## config.mk

```make
export PLATFORM = sky130hd
export DESIGN_NAME = spi_master_multi
export DESIGN_NICKNAME = d
export VERILOG_FILES = /design/src/rtl/spi_pkg.sv /design/src/rtl/spi_clk_gen.sv /design/src/rtl/spi_master_multi.sv
export SDC_FILE = /design/constraint.sdc
export NUM_CORES = 1
export LEC_CHECK = 0
export BUFFER_PORTS_ARGS = -buffer_cell sky130_fd_sc_hd__buf_2
export CAP_MARGIN = 20
export CORE_MARGIN = 2
export CORE_UTILIZATION = 55
export CTS_CLUSTER_SIZE = 25
export DETAILED_ROUTE_END_ITERATION = 10
export HOLD_SLACK_MARGIN = 0.05
export PLACE_DENSITY = 0.87
export REMOVE_ABC_BUFFERS = 1
export SLEW_MARGIN = 25
export SYNTH_ARGS = -nofsm -noshare
export SYNTH_HDL_FRONTEND = slang
export SYNTH_SLANG_ARGS = --single-unit
export TNS_END_PERCENT = 5
```

## constraint.sdc

```tcl
create_clock -name clk -period 2.4 [get_ports clk]
set_input_delay 0.36 -clock clk [delete_from_list [all_inputs] [get_ports clk]]
set_output_delay 0.36 -clock clk [all_outputs]
set_load 0.01 [all_outputs]
```

## src/rtl/spi_pkg.sv

```systemverilog
// spi_pkg: FSM states, mode bit indices and counter width helper for spi_master_multi
package spi_pkg;
  typedef enum logic [1:0] {IDLE, SETUP, SHIFT, HOLD} state_e;
  localparam int CPOL_BIT = 1;
  localparam int CPHA_BIT = 0;
  function automatic int hc_w(input int dw);
    return $clog2(2 * dw);
  endfunction
endpackage

```

## src/rtl/spi_clk_gen.sv

```systemverilog
// spi_clk_gen: half-period counter, sck generation and leading/trailing edge strobes
module spi_clk_gen #(
  parameter int DIV_W = 16
) (
  input  logic             clk,
  input  logic             rst,
  input  logic             load,
  input  logic             en,
  input  logic             tog_en,
  input  logic             idle_pol,
  input  logic             cpol,
  input  logic [DIV_W-1:0] div,
  output logic             sck,
  output logic             tick,
  output logic             tick_next,
  output logic             lead_edge,
  output logic             trail_edge
);
  logic [DIV_W-1:0] cnt_q, cnt_d, div_q, div_d;
  logic sck_q, sck_d, toggle;
  always_comb begin
    tick = en && cnt_q == '0;
    tick_next = en && (tick ? div_q == '0 : cnt_q == DIV_W'(1));
    toggle = tick && tog_en;
    lead_edge = toggle && sck_q == cpol;
    trail_edge = toggle && sck_q != cpol;
    div_d = load ? div : div_q;
    cnt_d = load ? div : !en ? '0 : tick ? div_q : cnt_q - DIV_W'(1);
    sck_d = en ? sck_q ^ toggle : idle_pol;
  end
  always_ff @(posedge clk)
    if (rst) begin
      cnt_q <= '0;
      div_q <= '0;
      sck_q <= 1'b0;
    end else begin
      cnt_q <= cnt_d;
      div_q <= div_d;
      sck_q <= sck_d;
    end
  assign sck = sck_q;
endmodule

```

## src/rtl/spi_master_multi.sv

```systemverilog
// spi_master_multi: SPI master with CPOL/CPHA modes and CS_NUM chip selects.
// Define SPI_LSB_FIRST_EN to add the lsb_first port (otherwise MSB first).
module spi_master_multi
  import spi_pkg::*;
#(
  parameter int DATA_W = 8,
  parameter int CS_NUM = 4,
  parameter int DIV_W = 16,
  localparam int CSW = CS_NUM > 1 ? $clog2(CS_NUM) : 1
) (
  input  logic              clk,
  input  logic              rst,
  input  logic              start,
  output logic              ready,
  input  logic [1:0]        mode,
  input  logic [DIV_W-1:0]  clk_div,
  input  logic [CSW-1:0]    cs_sel,
  input  logic [DATA_W-1:0] tx_data,
  output logic [DATA_W-1:0] rx_data,
  output logic              rx_valid,
  output logic              sck,
  output logic              mosi,
  input  logic              miso,
`ifdef SPI_LSB_FIRST_EN
  input  logic              lsb_first,
`endif
  output logic [CS_NUM-1:0] cs_n
);
  localparam int HW = hc_w(DATA_W);
  state_e state_q, state_d;
  logic [1:0] mode_q, mode_d;
  logic [CSW-1:0] cs_q, cs_d;
  logic lsb_in, lsb_q, lsb_d, lsb;
  logic [DATA_W-1:0] tx_q, tx_d, tx_src, rx_sh_q, rx_sh_d, rx_data_q, rx_data_d;
  logic [HW-1:0] hcnt_q, hcnt_d;
  logic [CS_NUM-1:0] cs_n_q, cs_n_d;
  logic mosi_q, mosi_d, rx_valid_q, rx_valid_d;
  logic accept, last_hp, tick, tick_next, lead_edge, trail_edge, out_ev, in_ev;
`ifdef SPI_LSB_FIRST_EN
  assign lsb_in = lsb_first;
`else
  assign lsb_in = 1'b0;
`endif
  spi_clk_gen #(.DIV_W(DIV_W)) u_clk (
    .clk        (clk),
    .rst        (rst),
    .load       (accept),
    .en         (state_q != IDLE),
    .tog_en     (state_q == SETUP || (state_q == SHIFT && !last_hp)),
    .idle_pol   (mode[CPOL_BIT]),
    .cpol       (mode_q[CPOL_BIT]),
    .div        (clk_div),
    .sck        (sck),
    .tick       (tick),
    .tick_next  (tick_next),
    .lead_edge  (lead_edge),
    .trail_edge (trail_edge)
  );
  always_comb begin
    accept = start && state_q == IDLE;
    last_hp = hcnt_q == HW'(2 * DATA_W - 1);
    state_d = accept ? SETUP : !tick ? state_q : state_q == SETUP ? SHIFT :
              state_q == HOLD ? IDLE : (state_q == SHIFT && last_hp) ? HOLD : state_q;
    hcnt_d = state_q == SHIFT ? hcnt_q + HW'(tick) : '0;
    mode_d = accept ? mode : mode_q;
    cs_d = accept ? cs_sel : cs_q;
    lsb_d = accept ? lsb_in : lsb_q;
    lsb = accept ? lsb_in : lsb_q;
    // CPHA=0 presents the first bit at acceptance, so SETUP already carries it
    out_ev = accept ? !mode[CPHA_BIT] : mode_q[CPHA_BIT] ? lead_edge : trail_edge;
    in_ev = mode_q[CPHA_BIT] ? trail_edge : lead_edge;
    tx_src = accept ? tx_data : tx_q;
    tx_d = !out_ev ? tx_src : lsb ? tx_src >> 1 : tx_src << 1;
    mosi_d = state_d == IDLE ? 1'b0 : out_ev ? (lsb ? tx_src[0] : tx_src[DATA_W-1]) : mosi_q;
    rx_sh_d = accept ? '0 : !in_ev ? rx_sh_q :
              lsb_q ? {miso, rx_sh_q[DATA_W-1:1]} : {rx_sh_q[DATA_W-2:0], miso};
    rx_valid_d = state_d == HOLD && tick_next;
    rx_data_d = rx_valid_d ? rx_sh_q : rx_data_q;
    for (int i = 0; i < CS_NUM; i++) cs_n_d[i] = state_d == IDLE || cs_d != CSW'(i);
  end
  always_ff @(posedge clk)
    if (rst) begin
      state_q <= IDLE;
      mode_q <= '0;
      cs_q <= '0;
      lsb_q <= 1'b0;
      tx_q <= '0;
      rx_sh_q <= '0;
      rx_data_q <= '0;
      rx_valid_q <= 1'b0;
      hcnt_q <= '0;
      mosi_q <= 1'b0;
      cs_n_q <= '1;
    end else begin
      state_q <= state_d;
      mode_q <= mode_d;
      cs_q <= cs_d;
      lsb_q <= lsb_d;
      tx_q <= tx_d;
      rx_sh_q <= rx_sh_d;
      rx_data_q <= rx_data_d;
      rx_valid_q <= rx_valid_d;
      hcnt_q <= hcnt_d;
      mosi_q <= mosi_d;
      cs_n_q <= cs_n_d;
    end
  assign ready = state_q == IDLE;
  assign rx_data = rx_data_q;
  assign rx_valid = rx_valid_q;
  assign mosi = mosi_q;
  assign cs_n = cs_n_q;
endmodule

```

==> flow_summary.rst <==
.. list-table::
   :header-rows: 1

   * - Metric
     - Value
   * - Run status
     - finished, final reports clean
   * - Slew margin rel.
     - 47.49%
   * - Post-layout worst setup margin
     - 0.1151 ns
   * - Number of warnings printed during yosys synthesis
     - 0
   * - Tot Pwr
     - 0.003133 W
   * - Number of buffers added for setup after CTS
     - 0
   * - Antenna violations before repair
     - 0
   * - Cell area after synthesis
     - 3686 um2
   * - Global-route wire length before repair
     - 14.41 mm
   * - Final period utilization
     - 95.20%
   * - Cell type of the slowest stage on the worst timing path
     - dfxtp_1
   * - FFs w/ async S/R, synth
     - 0%
   * - Number of placed I/O pins
     - 48
   * - Worst slack, placed
     - 0.04982 ns
   * - Yosys top cell by area
     - dfxtp_1
   * - GR peak layer
     - met2
   * - Vias after detailed routing
     - 3,180
   * - Met3 Track Usage GR
     - 5.390%
   * - Drt pass-1 iters
     - 7
   * - Cell with the most instances after synthesis
     - dfxtp_1
   * - Area contributors post-synth
     - dfxtp_1, mux2i_1, nand2_1
   * - Full die area
     - 7373 um2
   * - Via count of the first global-routing pass
     - 3,045
   * - Register bit count reported by yosys
     - 74
   * - Synth Area per Inst
     - 8.925 um2
   * - Clock-pin transition on the worst setup and hold timing paths
     - 0.08 ns
   * - Total grt overflow
     - 0
   * - Post-layout utilization of the core
     - 66.28%
   * - Non-Filler Cell Area, Final
     - 4257 um2
   * - Largest delay share family, worst path
     - simple AND/OR/NAND/NOR gates
   * - Number of diodes added for antenna fixing
     - 0
   * - Fraction of layout instances using a drive strength above 1
     - 25.27%
   * - Synth top area share
     - 40.19%
   * - Met1 global-route usage
     - 32.73%
   * - Fillers
     - 495
   * - Post-route ant nets
     - 0
   * - Leading post-synthesis cells by instance count
     - dfxtp_1, nand2_1, nor2_1
   * - Post-Place Cell Area
     - 4006 um2
   * - Number of max-cap violations
     - 0
   * - Worst reg-to-reg setup slack
     - 0.12 ns
   * - Die outline height
     - 85.87 um
   * - Via count normalized by instance count
     - 5.846
   * - Met2 usage in global routing
     - 39.18%
   * - Starting DRC count in detailed routing
     - 204
   * - Final WL
     - 8.600 mm
   * - Synth Instances
     - 413
   * - Class of the tightest hold or removal check
     - in -> reg
   * - Worst Path Required
     - 2.63 ns
   * - Clock insertion delay at the later pin of the skew report
     - 0.36 ns
   * - Capturing element type of the critical path
     - register
   * - Final hold violation count
     - 0
   * - Largest net degree at the start of global routing
     - 24
   * - Final worst hold slack
     - 0.2083 ns
   * - Portion of the post-synthesis area used by sequential elements
     - 40.19%
   * - Flip-flop cell with the highest count after synthesis
     - dfxtp_1
   * - Data arrival at the endpoint of the critical path
     - 2.52 ns
   * - Total count of max-transition violations in the final report
     - 0
   * - Crit Path Category
     - reg -> reg
   * - Crit start category
     - register
   * - Pwr per Cell Area
     - 736.0 nW/um2
   * - Final setup violation count
     - 0
   * - LEAKAGE
     - 1.651 nW
   * - RSZ-0062 raised after global routing
     - yes
   * - Tmin final
     - 2.285 ns
   * - Number of buffers created by CTS
     - 9
   * - Placed wire-length estimate after detailed placement
     - 5.922 mm
   * - Worst-Margin Slew
     - 0.7865 ns
   * - Fmax achieved
     - 0.4377 GHz
   * - Width of the chip
     - 85.87 um
   * - Starting density of the core
     - 57.39%
   * - Routed WL per cell
     - 15.81 um
   * - TritonCTS clock tree
     - done
   * - CTS H-tree depth
     - 3
   * - Worst ir drop on vdd
     - 0.0004387 V
   * - Std-Cell Rows
     - 29
   * - Peak per-stage delay on the critical path
     - 0.44 ns
   * - Layout Skew
     - 0.01113 ns
   * - Unique masters post-synth
     - 55
   * - Area delta synth->final
     - 15.48%
   * - List of cells traversed by the critical path
     - inv_1 -> ha_1 -> nor4_4 -> nand4_2 -> nor3_4 -> buf_4 -> mux2i_1 -> nor2_1
   * - Maximum fanout count along the critical path
     - 8
   * - Number of sinks driven by the clock tree
     - 74
   * - Number of buffers on the longest clock path
     - 2
   * - Gp weighted congestion
     - 0.8610
   * - Number of buffer and inverter instances along the worst setup path
     - 2
   * - Number of I/O port buffers
     - 47
   * - Clock tree root buffer cell
     - clkbuf_8
   * - Number of flops mapped to enable cells by yosys
     - 0
   * - Total global-route track usage
     - 24.64%
   * - Core outline area
     - 6422 um2
   * - Final nets
     - 501
   * - DRC viols
     - 0
-- per-stage QoR --
step                std cells  setup TNS [ns]
CTS                       544               0
global placement          528               0
finish                    544               0
floorplan                 388        -0.05999
global route              544        -0.05327
detailed placement        528               0
-- where the power goes --
group          internal, W  switching [W]  total, W
Clock             0.000701       0.000497   0.00120
Combinational     0.000243       0.000315  0.000558
Sequential         0.00130      0.0000788   0.00138
Total              0.00224       0.000891   0.00313
-- what timing repair did --
| item | in CTS | in global routing |
|---|---|---|
| resized for setup | 0 | 2 |
| hold buffers | 0 | 0 |
| setup endpoints to repair | 0 | 15 |
-- path summary, 6_finish.rpt --
kind                   from              to  cells past startpoint
min              clk_div[6]  u_clk.cnt_q[6]                      3
max              state_q[0]      rx_sh_q[2]                      8
max reg2reg      state_q[0]      rx_sh_q[2]                      8
min reg2reg  u_clk.div_q[2]  u_clk.div_q[2]                      2
-- layout make-up --
class                      count  area [um2]  area share (%)
sequential                    74        1481           34.80
tap                           77       96.34           2.263
timing repair buffer          63       355.3           8.348
clock inverter                 7       123.9           2.910
inverter                       6       22.52          0.5291
multi-input combinational    308        2053           48.24
clock buffer                   9       123.9           2.910
-- logic make-up after synthesis --
family	synth area share, %
AND/OR/NAND/NOR	26.10
AO/OA/AOI/OAI	13.92
flip-flops	40.19
multiplexers	10.08
buffers and inverters	4.243
XOR/XNOR	3.089
adder cells (fa/ha/maj)	2.376
-- placed cells by master, fill, tap and decap left out, types with 3 or more instances in the layout --
master	n
dfxtp_1	74
nand2_1	71
buf_2	47
nor2_1	38
mux2i_1	27
a21oi_1	25
buf_4	16
o21ai_0	13
or2b_2	12
xnor2_1	10
mux2_2	9
clkbuf_8	9
a311oi_1	8
nor3_1	7
ha_1	7
inv_1	6
nand4_1	6
nand3_1	6
a22o_1	6
nor4_1	6
o211ai_1	6
nand2b_1	5
nor4_4	3
o31ai_1	3
xor2_1	3
bufinv_16	3
inv_6	3
-- sequential cells by signal, indices dropped and copies added, names as in the netlist, 2 cells and up --
name	count
cs_n	4
cs_q	2
hcnt_q	4
mode_q	2
rx_data	8
rx_sh_q	8
state_q	2
tx_q	8
u_clk.cnt_q	16
u_clk.div_q	16
-- layer usage --
metal / wire length [um] / part of all wire [%]
met4: 161 / 1.9
met2: 4093 / 48
met5: 0 / 0
met1: 3811 / 44
met3: 533 / 6.2
-- worst register-to-register path: cells and delay by family, from the launching register on --
kind	cells	cell delay [ns]
adder cells (fa/ha/maj)	1	0.31
buffers and inverters	2	0.32
flip-flops	1	0.44
multiplexers	1	0.25
AND/OR/NAND/NOR	4	0.85
(Power assumes the default switching activity.)
